**src/rtl/id_ex_stage_pkg.sv**
```systemverilog
// id_ex_stage_pkg
// Shared constants for the ID/EX stage: ALUControl codes, alu_op encodings
// and the R-type funct values the decoder recognises.
// No ports.

package id_ex_stage_pkg;

  // ALUControl codes driven to the ALU
  localparam logic [3:0] ALU_AND = 4'b0000;
  localparam logic [3:0] ALU_OR  = 4'b0001;
  localparam logic [3:0] ALU_ADD = 4'b0010;
  localparam logic [3:0] ALU_SUB = 4'b0110;
  localparam logic [3:0] ALU_SLT = 4'b0111;
  localparam logic [3:0] ALU_NOR = 4'b1100;

  // alu_op encodings from the main decoder
  typedef enum logic [1:0] {
    ALUOP_ADD   = 2'b00,
    ALUOP_SUB   = 2'b01,
    ALUOP_RTYPE = 2'b10,
    ALUOP_OR    = 2'b11
  } alu_op_e;

  // R-type funct field values
  localparam logic [5:0] FUNCT_ADD  = 6'b100000;
  localparam logic [5:0] FUNCT_ADDU = 6'b100001;
  localparam logic [5:0] FUNCT_SUB  = 6'b100010;
  localparam logic [5:0] FUNCT_AND  = 6'b100100;
  localparam logic [5:0] FUNCT_OR   = 6'b100101;
  localparam logic [5:0] FUNCT_NOR  = 6'b100111;
  localparam logic [5:0] FUNCT_SLT  = 6'b101010;

endpackage

```
**src/rtl/id_ex_stage_alu_ctrl_decode.sv**
```systemverilog
// alu_ctrl_decode
// Combinational ALUControl decode from the main-decoder alu_op and the
// R-type funct field. Unrecognised funct values fall back to add.
// Ports:
//   alu_op      in  2  main-decoder ALU operation class
//   funct       in  6  R-type function field
//   alu_control out 4  ALU operation code

module alu_ctrl_decode
  import id_ex_stage_pkg::*;
(
  input  logic [1:0] alu_op,
  input  logic [5:0] funct,
  output logic [3:0] alu_control
);

  logic [3:0] rtype_ctrl;

  always_comb begin
    rtype_ctrl = ALU_ADD;
    case (funct)
      FUNCT_ADD:  rtype_ctrl = ALU_ADD;
      FUNCT_ADDU: rtype_ctrl = ALU_ADD;
      FUNCT_SUB:  rtype_ctrl = ALU_SUB;
      FUNCT_AND:  rtype_ctrl = ALU_AND;
      FUNCT_OR:   rtype_ctrl = ALU_OR;
      FUNCT_NOR:  rtype_ctrl = ALU_NOR;
      FUNCT_SLT:  rtype_ctrl = ALU_SLT;
      default:    rtype_ctrl = ALU_ADD;
    endcase
  end

  always_comb begin
    alu_control = ALU_ADD;
    case (alu_op)
      ALUOP_ADD:   alu_control = ALU_ADD;
      ALUOP_SUB:   alu_control = ALU_SUB;
      ALUOP_RTYPE: alu_control = rtype_ctrl;
      ALUOP_OR:    alu_control = ALU_OR;
      default:     alu_control = ALU_ADD;
    endcase
  end

endmodule

```
**src/rtl/id_ex_stage.sv**
```systemverilog
// id_ex_stage
// ID/EX pipeline register with operand selection and hazard detection.
// Holds one decoded instruction; the ALU operands are built combinationally
// from the held state and the current writeback buses.
//
// Build option: ID_EX_FORWARDING_EN
//   defined   - EX/MEM and MEM/WB results are forwarded into A/B/store data,
//               and only a load-use dependency stalls.
//   undefined - held register-file values are used as-is; any dependency on
//               the held writer or the EX/MEM writer stalls (the register
//               file's write-before-read covers MEM/WB).
//
// Ports:
//   clk, reset                       clock, synchronous active-high reset
//   in_valid / in_ready / flush      upstream handshake and branch kill
//   rs_addr, rt_addr, rd_addr        register numbers of the incoming instr
//   rs_data, rt_data, imm            register-file values and immediate
//   alu_op, funct                    ALU operation selection
//   alu_src, reg_write, mem_read,
//   mem_write                        decode controls
//   exmem_*, memwb_*                 downstream writeback info
//   out_valid                        held instruction is live
//   ALUControl, A, B                 ALU control and operands
//   out_rd, out_reg_write,
//   out_mem_read, out_mem_write      controls passed downstream
//   out_store_data                   rt value for stores
//
// state | meaning
// EMPTY | no live instruction held, controls forced low
// FULL  | a live instruction is held and presented to EX

module id_ex_stage
  import id_ex_stage_pkg::*;
#(
  parameter int DATA_W = 32,
  parameter int REG_AW = 5
) (
  input  logic              clk,
  input  logic              reset,
  input  logic              in_valid,
  output logic              in_ready,
  input  logic              flush,
  input  logic [REG_AW-1:0] rs_addr,
  input  logic [REG_AW-1:0] rt_addr,
  input  logic [REG_AW-1:0] rd_addr,
  input  logic [DATA_W-1:0] rs_data,
  input  logic [DATA_W-1:0] rt_data,
  input  logic [DATA_W-1:0] imm,
  input  logic [1:0]        alu_op,
  input  logic [5:0]        funct,
  input  logic              alu_src,
  input  logic              reg_write,
  input  logic              mem_read,
  input  logic              mem_write,
  input  logic              exmem_reg_write,
  input  logic [REG_AW-1:0] exmem_rd,
  input  logic [DATA_W-1:0] exmem_result,
  input  logic              memwb_reg_write,
  input  logic [REG_AW-1:0] memwb_rd,
  input  logic [DATA_W-1:0] memwb_result,
  output logic              out_valid,
  output logic [3:0]        ALUControl,
  output logic [DATA_W-1:0] A,
  output logic [DATA_W-1:0] B,
  output logic [REG_AW-1:0] out_rd,
  output logic              out_reg_write,
  output logic              out_mem_read,
  output logic              out_mem_write,
  output logic [DATA_W-1:0] out_store_data
);

  localparam logic [0:0] EMPTY = 1'b0;
  localparam logic [0:0] FULL  = 1'b1;

  logic [0:0]        state_q;
  logic [REG_AW-1:0] rs_addr_q;
  logic [REG_AW-1:0] rt_addr_q;
  logic [REG_AW-1:0] rd_q;
  logic [DATA_W-1:0] rs_data_q;
  logic [DATA_W-1:0] rt_data_q;
  logic [DATA_W-1:0] imm_q;
  logic [3:0]        alu_ctrl_q;
  logic              alu_src_q;
  logic              reg_write_q;
  logic              mem_read_q;
  logic              mem_write_q;

  logic [3:0]        alu_ctrl_dec;
  logic              rt_used;
  logic              stall;
  logic              load;
  logic [DATA_W-1:0] opnd_rs;
  logic [DATA_W-1:0] opnd_rt;

  alu_ctrl_decode u_alu_ctrl_decode (
    .alu_op      (alu_op),
    .funct       (funct),
    .alu_control (alu_ctrl_dec)
  );

  // rt is only a true source when it feeds the ALU or is the store value
  assign rt_used = !alu_src || mem_write;

`ifdef ID_EX_FORWARDING_EN
  logic ex_hit_rs, ex_hit_rt, wb_hit_rs, wb_hit_rt;

  assign ex_hit_rs = exmem_reg_write && (exmem_rd != '0) && (exmem_rd == rs_addr_q);
  assign ex_hit_rt = exmem_reg_write && (exmem_rd != '0) && (exmem_rd == rt_addr_q);
  assign wb_hit_rs = memwb_reg_write && (memwb_rd != '0) && (memwb_rd == rs_addr_q);
  assign wb_hit_rt = memwb_reg_write && (memwb_rd != '0) && (memwb_rd == rt_addr_q);

  // the younger EX/MEM result takes precedence over MEM/WB
  assign opnd_rs = ex_hit_rs ? exmem_result : (wb_hit_rs ? memwb_result : rs_data_q);
  assign opnd_rt = ex_hit_rt ? exmem_result : (wb_hit_rt ? memwb_result : rt_data_q);

  // a load result cannot be forwarded in time; insert one bubble
  assign stall = in_valid && (state_q == FULL) && mem_read_q && (rd_q != '0) &&
                 ((rd_q == rs_addr) || (rt_used && (rd_q == rt_addr)));
`else
  logic held_hit_rs, held_hit_rt, ex_hit_rs, ex_hit_rt;
  logic unused_fwd;

  assign held_hit_rs = (state_q == FULL) && reg_write_q && (rd_q == rs_addr);
  assign held_hit_rt = (state_q == FULL) && reg_write_q && (rd_q == rt_addr);
  assign ex_hit_rs   = exmem_reg_write && (exmem_rd == rs_addr);
  assign ex_hit_rt   = exmem_reg_write && (exmem_rd == rt_addr);

  assign opnd_rs = rs_data_q;
  assign opnd_rt = rt_data_q;

  assign stall = in_valid &&
                 (((rs_addr != '0) && (held_hit_rs || ex_hit_rs)) ||
                  (rt_used && (rt_addr != '0) && (held_hit_rt || ex_hit_rt)));

  assign unused_fwd = ^{exmem_result, memwb_reg_write, memwb_rd, memwb_result,
                        rs_addr_q, rt_addr_q};
`endif

  // flush consumes the incoming instruction even when it would have stalled
  assign in_ready = flush || !stall;
  assign load     = in_valid && !flush && !stall;

  always_ff @(posedge clk) begin
    if (reset) begin
      state_q     <= EMPTY;
      rs_addr_q   <= '0;
      rt_addr_q   <= '0;
      rd_q        <= '0;
      rs_data_q   <= '0;
      rt_data_q   <= '0;
      imm_q       <= '0;
      alu_ctrl_q  <= ALU_ADD;
      alu_src_q   <= 1'b0;
      reg_write_q <= 1'b0;
      mem_read_q  <= 1'b0;
      mem_write_q <= 1'b0;
    end else if (load) begin
      state_q     <= FULL;
      rs_addr_q   <= rs_addr;
      rt_addr_q   <= rt_addr;
      rd_q        <= rd_addr;
      rs_data_q   <= rs_data;
      rt_data_q   <= rt_data;
      imm_q       <= imm;
      alu_ctrl_q  <= alu_ctrl_dec;
      alu_src_q   <= alu_src;
      reg_write_q <= reg_write;
      mem_read_q  <= mem_read;
      mem_write_q <= mem_write;
    end else begin
      // bubble: data fields are left as-is, only side-effecting controls drop
      state_q     <= EMPTY;
      reg_write_q <= 1'b0;
      mem_read_q  <= 1'b0;
      mem_write_q <= 1'b0;
    end
  end

  assign out_valid      = (state_q == FULL);
  assign ALUControl     = alu_ctrl_q;
  assign A              = opnd_rs;
  assign B              = alu_src_q ? imm_q : opnd_rt;
  assign out_store_data = opnd_rt;
  assign out_rd         = rd_q;
  assign out_reg_write  = reg_write_q;
  assign out_mem_read   = mem_read_q;
  assign out_mem_write  = mem_write_q;

endmodule

```
**config.mk**
```make
export PLATFORM = sky130hd
export DESIGN_NAME = id_ex_stage
export DESIGN_NICKNAME = d
export VERILOG_FILES = /design/src/rtl/id_ex_stage_pkg.sv /design/src/rtl/id_ex_stage_alu_ctrl_decode.sv /design/src/rtl/id_ex_stage.sv
export SDC_FILE = /design/constraint.sdc
export NUM_CORES = 1
export LEC_CHECK = 0
export ABC_CLOCK_PERIOD_IN_PS = 6800
export CAP_MARGIN = 20
export CORE_AREA = 2 2 121 123
export DETAILED_ROUTE_END_ITERATION = 8
export DIE_AREA = 0 0 123 125
export PLACE_DENSITY = 0.86
export SKIP_LAST_GASP = 1
export SLEW_MARGIN = 20
export SYNTH_ARGS = -nofsm -noshare
export SYNTH_HDL_FRONTEND = slang
export SYNTH_HIERARCHICAL = 1
export SYNTH_SLANG_ARGS = --single-unit
```
**constraint.sdc**
```tcl
create_clock -name clk -period 6.8 [get_ports clk]
set_input_delay 1.36 -clock clk [delete_from_list [all_inputs] [get_ports clk]]
set_output_delay 1.36 -clock clk [all_outputs]
set_load 0.01 [all_outputs]
```
* Word-level counts from Yosys, hierarchy flattened
Cells that the tools add are included.
** Word-level totals
- Input bits :: 203
- Output and inout bits :: 110
- Register bits after elaboration :: 110
** Operators by class
- Mux-type cells :: 4
- Equal/unequal tests :: 12
- Reduce and logical (&&, ||, !) cells :: 23
- Bitwise logic cells :: 1
** Operators by type and width (count)
- $mux W32 :: 1
- $eq A6 B6 Y1 const B :: 5
- $eq A5 B5 Y1 :: 4
- $pmux W4 S5 :: 1
- $pmux W4 S4 :: 1
- $logic_and A1 B1 Y1 :: 11
- $reduce_bool A5 Y1 :: 2
- $logic_or A1 B1 Y1 :: 5
- $eq A2 B2 Y1 const B :: 2
- $logic_not A1 Y1 :: 3
- $eq A2 B1 Y1 const B :: 1
- $logic_not A2 Y1 :: 1
- $reduce_or A2 Y1 :: 1
- $mux W1 :: 1
- $not A1 Y1 :: 1

* Longest topological paths before layout
- Depth after elaboration :: 10
- Mapped depth :: 9
- Mapped depth without buffers :: 6

* Hierarchy
The synthesis kept the hierarchy.
** Modules (own cells, without submodules)
- id_ex_stage :: area an instance 5262.5 µm², instances 1, seq. area each 2202.1 µm², cells each 663
- alu_ctrl_decode :: area an instance 103.8 µm², instances 1, seq. area each 0.0 µm², cells each 15

* Worst setup path after synthesis
No wires, ideal clock.
- Path type :: in2out
- From :: input rs_addr[2]
- To :: output in_ready
- Data required time :: 5.440 ns
- Path buffers :: 3
- Arrival time :: 2.796 ns
- Cell stages on the path :: 8
- Slack :: 2.644 ns
- Path through :: xor2_1 -> nor4_1 -> a32oi_1 -> o22ai_4 -> buf_6 -> buf_6 -> clkbuf_1 -> nand2b_1
** On the way
- Word-level cells in the longest chain between the ends :: 8
** RTL lines
- from (decl) :: RTL line id_ex_stage.sv:43 : input logic [REG_AW-1:0] rs_addr,
- $eq A5 B5 Y1, on equally long branches :: RTL line id_ex_stage.sv:123, id_ex_stage.sv:125
- $logic_and A1 B1 Y1, on equally long branches :: RTL line id_ex_stage.sv:123, id_ex_stage.sv:125
- $logic_or A1 B1 Y1 :: RTL line id_ex_stage.sv:132 : (((rs_addr != '0) && (held_hit_rs || ex_hit_rs)) ||
- $logic_and A1 B1 Y1 (*) :: RTL line id_ex_stage.sv:132
- $logic_or A1 B1 Y1 (*) :: RTL line id_ex_stage.sv:132
- $logic_and A1 B1 Y1 (*) :: RTL line id_ex_stage.sv:131 : assign stall = in_valid &&
- $logic_not A1 Y1 (*) :: RTL line id_ex_stage.sv:140 : assign in_ready = flush || !stall;
- $logic_or A1 B1 Y1 (*) :: RTL line id_ex_stage.sv:140
- to (decl) :: RTL line id_ex_stage.sv:41 : output logic in_ready,
Mark *: on every way between the ends. The rest lies on a longest branch, timed or not.

* Final worst setup path
Same ends and word-level chain as after synthesis.

==> run_results.csv <==
group,metric,value,unit
global_routing,antenna_found_initial,0,
layout,area.sequential,0.002203,mm²
timing,maxSlewHeadroom,35.07,%
synthesis,synth_seq_cells,110,
layout,filler_cell_count,1306,
job,maxCapViolations,0,
synthesis,synthDominantAreaCellType,"dfxtp_1",
synthesis,synthTopCellsByArea,"dfxtp_1, or3_1, o21ai_0",
setup_path,critical_path_maximum_fanout,3,
detailed_routing,drt_iter0_markers,291,
timing,final-hold-violation-count,0,
power,worst_ir_drop_vdd,0.1094,mV
cts,clock_slew_at_reported_path_ffs,0.07,ns
setup_path,critical_path.most_common_cell,"clkdlybuf4s50_1",
cts,insertion_delay,0.35,ns
cts,cts_made_buffers,9,
die,core_area,0.01420,mm²
detailed_routing,antenna_violating_nets_post_route,0,
setup_path,crit_path_cell_trace,"clkdlybuf4s50_1, xor2_1, nor4_1, a32oi_1, o22ai_4, nand2b_1, clkdlybuf4s50_1",
setup_path,critical_path.n_buffers_inverters,2,
setup_path,biggest_cell_delay_along_the_critical_path,0.50,ns
status,status,"finished clean",
synthesis,synthDistinctLibCells,30,
detailed_routing,first_pass_iters,4,
place,detailedPlacementHpwl,10.06,mm
setup_path,timing.critical_path.arrival,3.32,ns
synthesis,yosys_most_used_dff,"dfxtp_1",
setup_path,cp_slowest_cell,"clkdlybuf4s50_1",
detailed_routing,post_drt_via_cell_ratio,4.887,
layout,drive_gt1_share,6.492,%
cts,cell_chosen_for_the_clock_root,"clkbuf_16",
die,initial_utilization,37.78,%
timing,final_max_slew_viol_count,0,
die,io_pins,313,
setup_path,worst_endpoint_required_time,5.44,ns
synthesis,synth-async-reset-ratio,0,%
global_routing,leftover_overflow_at_the_end_of_global_routing,0,
worst_hold_path,min_path_type,"flop to flop",
place,gp_congestion,0.8701,
die,die_h,125,µm
setup_path,path_delay_family,"buffers and inverters",
layout,layout.cells.most_common,"clkdlybuf4s50_1",
detailed_routing,postRouteWirelength,14.86,mm
cts,htree_num_levels,3,
layout,total_area_of_multi_input_combinational_cells,0.002534,mm²
synthesis,synth_enable_flop_cells,0,
synthesis,syn-num-nets,881,
synthesis,synthesis.area,0.005366,mm²
timing,fin_hold_ws,0.4749,ns
synthesis,yosys_warnings,6,
synthesis,syn-mean-instance-area,7.915,µm²
cts,cts_repair_resize_count,0,
synthesis,synth_top_area_share,41.04,%
timing,setup_viol,0,
setup_path,timing.critical_path.to_type,"output pin",
detailed_routing,drt_drc_violations_left,0,
timing,worst_setup_skew_after_layout,0.009603,ns
cts,cts_sinks,110,
power,power_leakage,0.003195,µW
timing,finalCriticalPeriod,4.681,ns
synthesis,synth_cells,678,
cts,clock_path_buffers,2,
timing,grt_setup_unrepaired,"no",
synthesis,synth.yosys.seq_area_share,41.04,%
global_routing,groute.usage.overall,18.67,%
cts,cts_hold_buf,0,
layout,diodes,0,
setup_path,critPathLaunchType,"primary input",
die,die_w,123,µm
timing,finalCritPeriodShare,68.84,%
layout,areaGrowthSynthToFinish,50.90,%
detailed_routing,via_total_after_detailed_routing,5190,
setup_path,criticalPathCategory,"primary input to output pin",
global_routing,largest_net_degree_at_the_start_of_global_routing,125,
timing,tns,0,ns
place,port_buffers,242,
power,powerDensity,186.2,mW/mm²
cts,tritoncts,"done",
timing,clock.fmax,213.6,MHz
detailed_routing,avgRoutedWirePerCell,13.99,µm
global_routing,grt_pass1_wl,23.48,mm
die,placementRows,44,
layout,nNetsFinal,1076,
layout,mostFrequentLayoutCells,"clkdlybuf4s50_1, dfxtp_1, o21ai_0",
cts,postCtsSetupRepairBufs,0,
die,floorplan.die_area,0.01538,mm²
timing,timing_worst_slew_pin_value,0.9740,ns
global_routing,first_global_vias,4773,
## layer usage
metal	up-vias	part of all wire (%)	track usage, %
met1	2350	44	23.93
met5	-	0	0
met3	28	7.3	4.653
li1	2660	-	-
met4	0	2.7	7.219
met2	152	46	30.03
## cell usage after synthesis (5+ instances only)
library cell	count
dfxtp_1	110
o21ai_0	104
a21oi_1	103
inv_1	103
or3_1	102
clkbuf_1	58
mux2_2	32
xor2_1	18
nand2b_1	8
nor4_1	5
## report_power, final
group	internal [µW]	total [µW]	switching [µW]	leakage [µW]
combinational	166	278	111	0.00215
clock	289	535	246	0.000143
sequential	675	695	20.6	0.000899
## path summary, 6_finish.rpt
path | from | endpoint | slack, ns | cells past startpoint
setup / recovery | rs_addr[2] | in_ready | 2.12 | 7
hold / removal | A[26]$_SDFFE_PP0P_ | A[26]$_SDFFE_PP0P_ | 0.47 | 2
setup reg to reg | out_rd[4]$_SDFFE_PP0P_ | ALUControl[1]$_SDFFE_PP1P_ | 3.40 | 8
hold reg to reg | A[26]$_SDFFE_PP0P_ | A[26]$_SDFFE_PP0P_ | 0.47 | 2
## layout make-up
class / instances / share of cell area, %
tap: 184 / 2.843
clock inverter: 6 / 0.8498
multi-input combinational: 404 / 31.29
timing repair buffer: 245 / 30.21
inverter: 103 / 4.774
sequential: 110 / 27.21
clock buffer: 10 / 2.828
## worst reg2reg max path: cells and delay by family (launching register included)
kind                      cells  cell delay [ns]
buffers and inverters         2             1.39
and+or+nand+nor               2             0.66
AOI/OAI and AO/OA             3             0.69
DFF                           1             0.36
xor gates and xnor gates      1             0.18
## through the flow
stage / power, µW / setup WS [ns] / cell area, µm² / util, % / std cells
floorplan: 825.9 / 2.644 / 5366 / - / 678
global placement: 983.7 / 1.905 / 7796 / 54.89 / 1046
detailed placement: 989.1 / 1.820 / 7796 / 54.89 / 1046
CTS: 1525 / 2.103 / 8094 / 56.99 / 1062
global route: 1578 / 1.919 / 8098 / 57.01 / 1062
finish: 1508 / 2.119 / 8098 / 57.01 / 1062
## logic make-up after synthesis
kind of cell,count (synthesis),synth area share (%)
and+or+nand+nor,134,15.69
buffers and inverters,164,11.89
muxes,35,7.275
xor gates and xnor gates,20,3.264
DFF,110,41.04
AOI/OAI and AO/OA,215,20.84
## state kept, by name, indices dropped and copies added, names as in the netlist
signal,count
ALUControl,4
alu_src_q,1
out_rd,5
out_valid,1
out_reg_write,1
out_mem_write,1
imm_q,32
out_mem_read,1
out_store_data,32
A,32
Note: power is estimated with default switching activity, not from simulation.
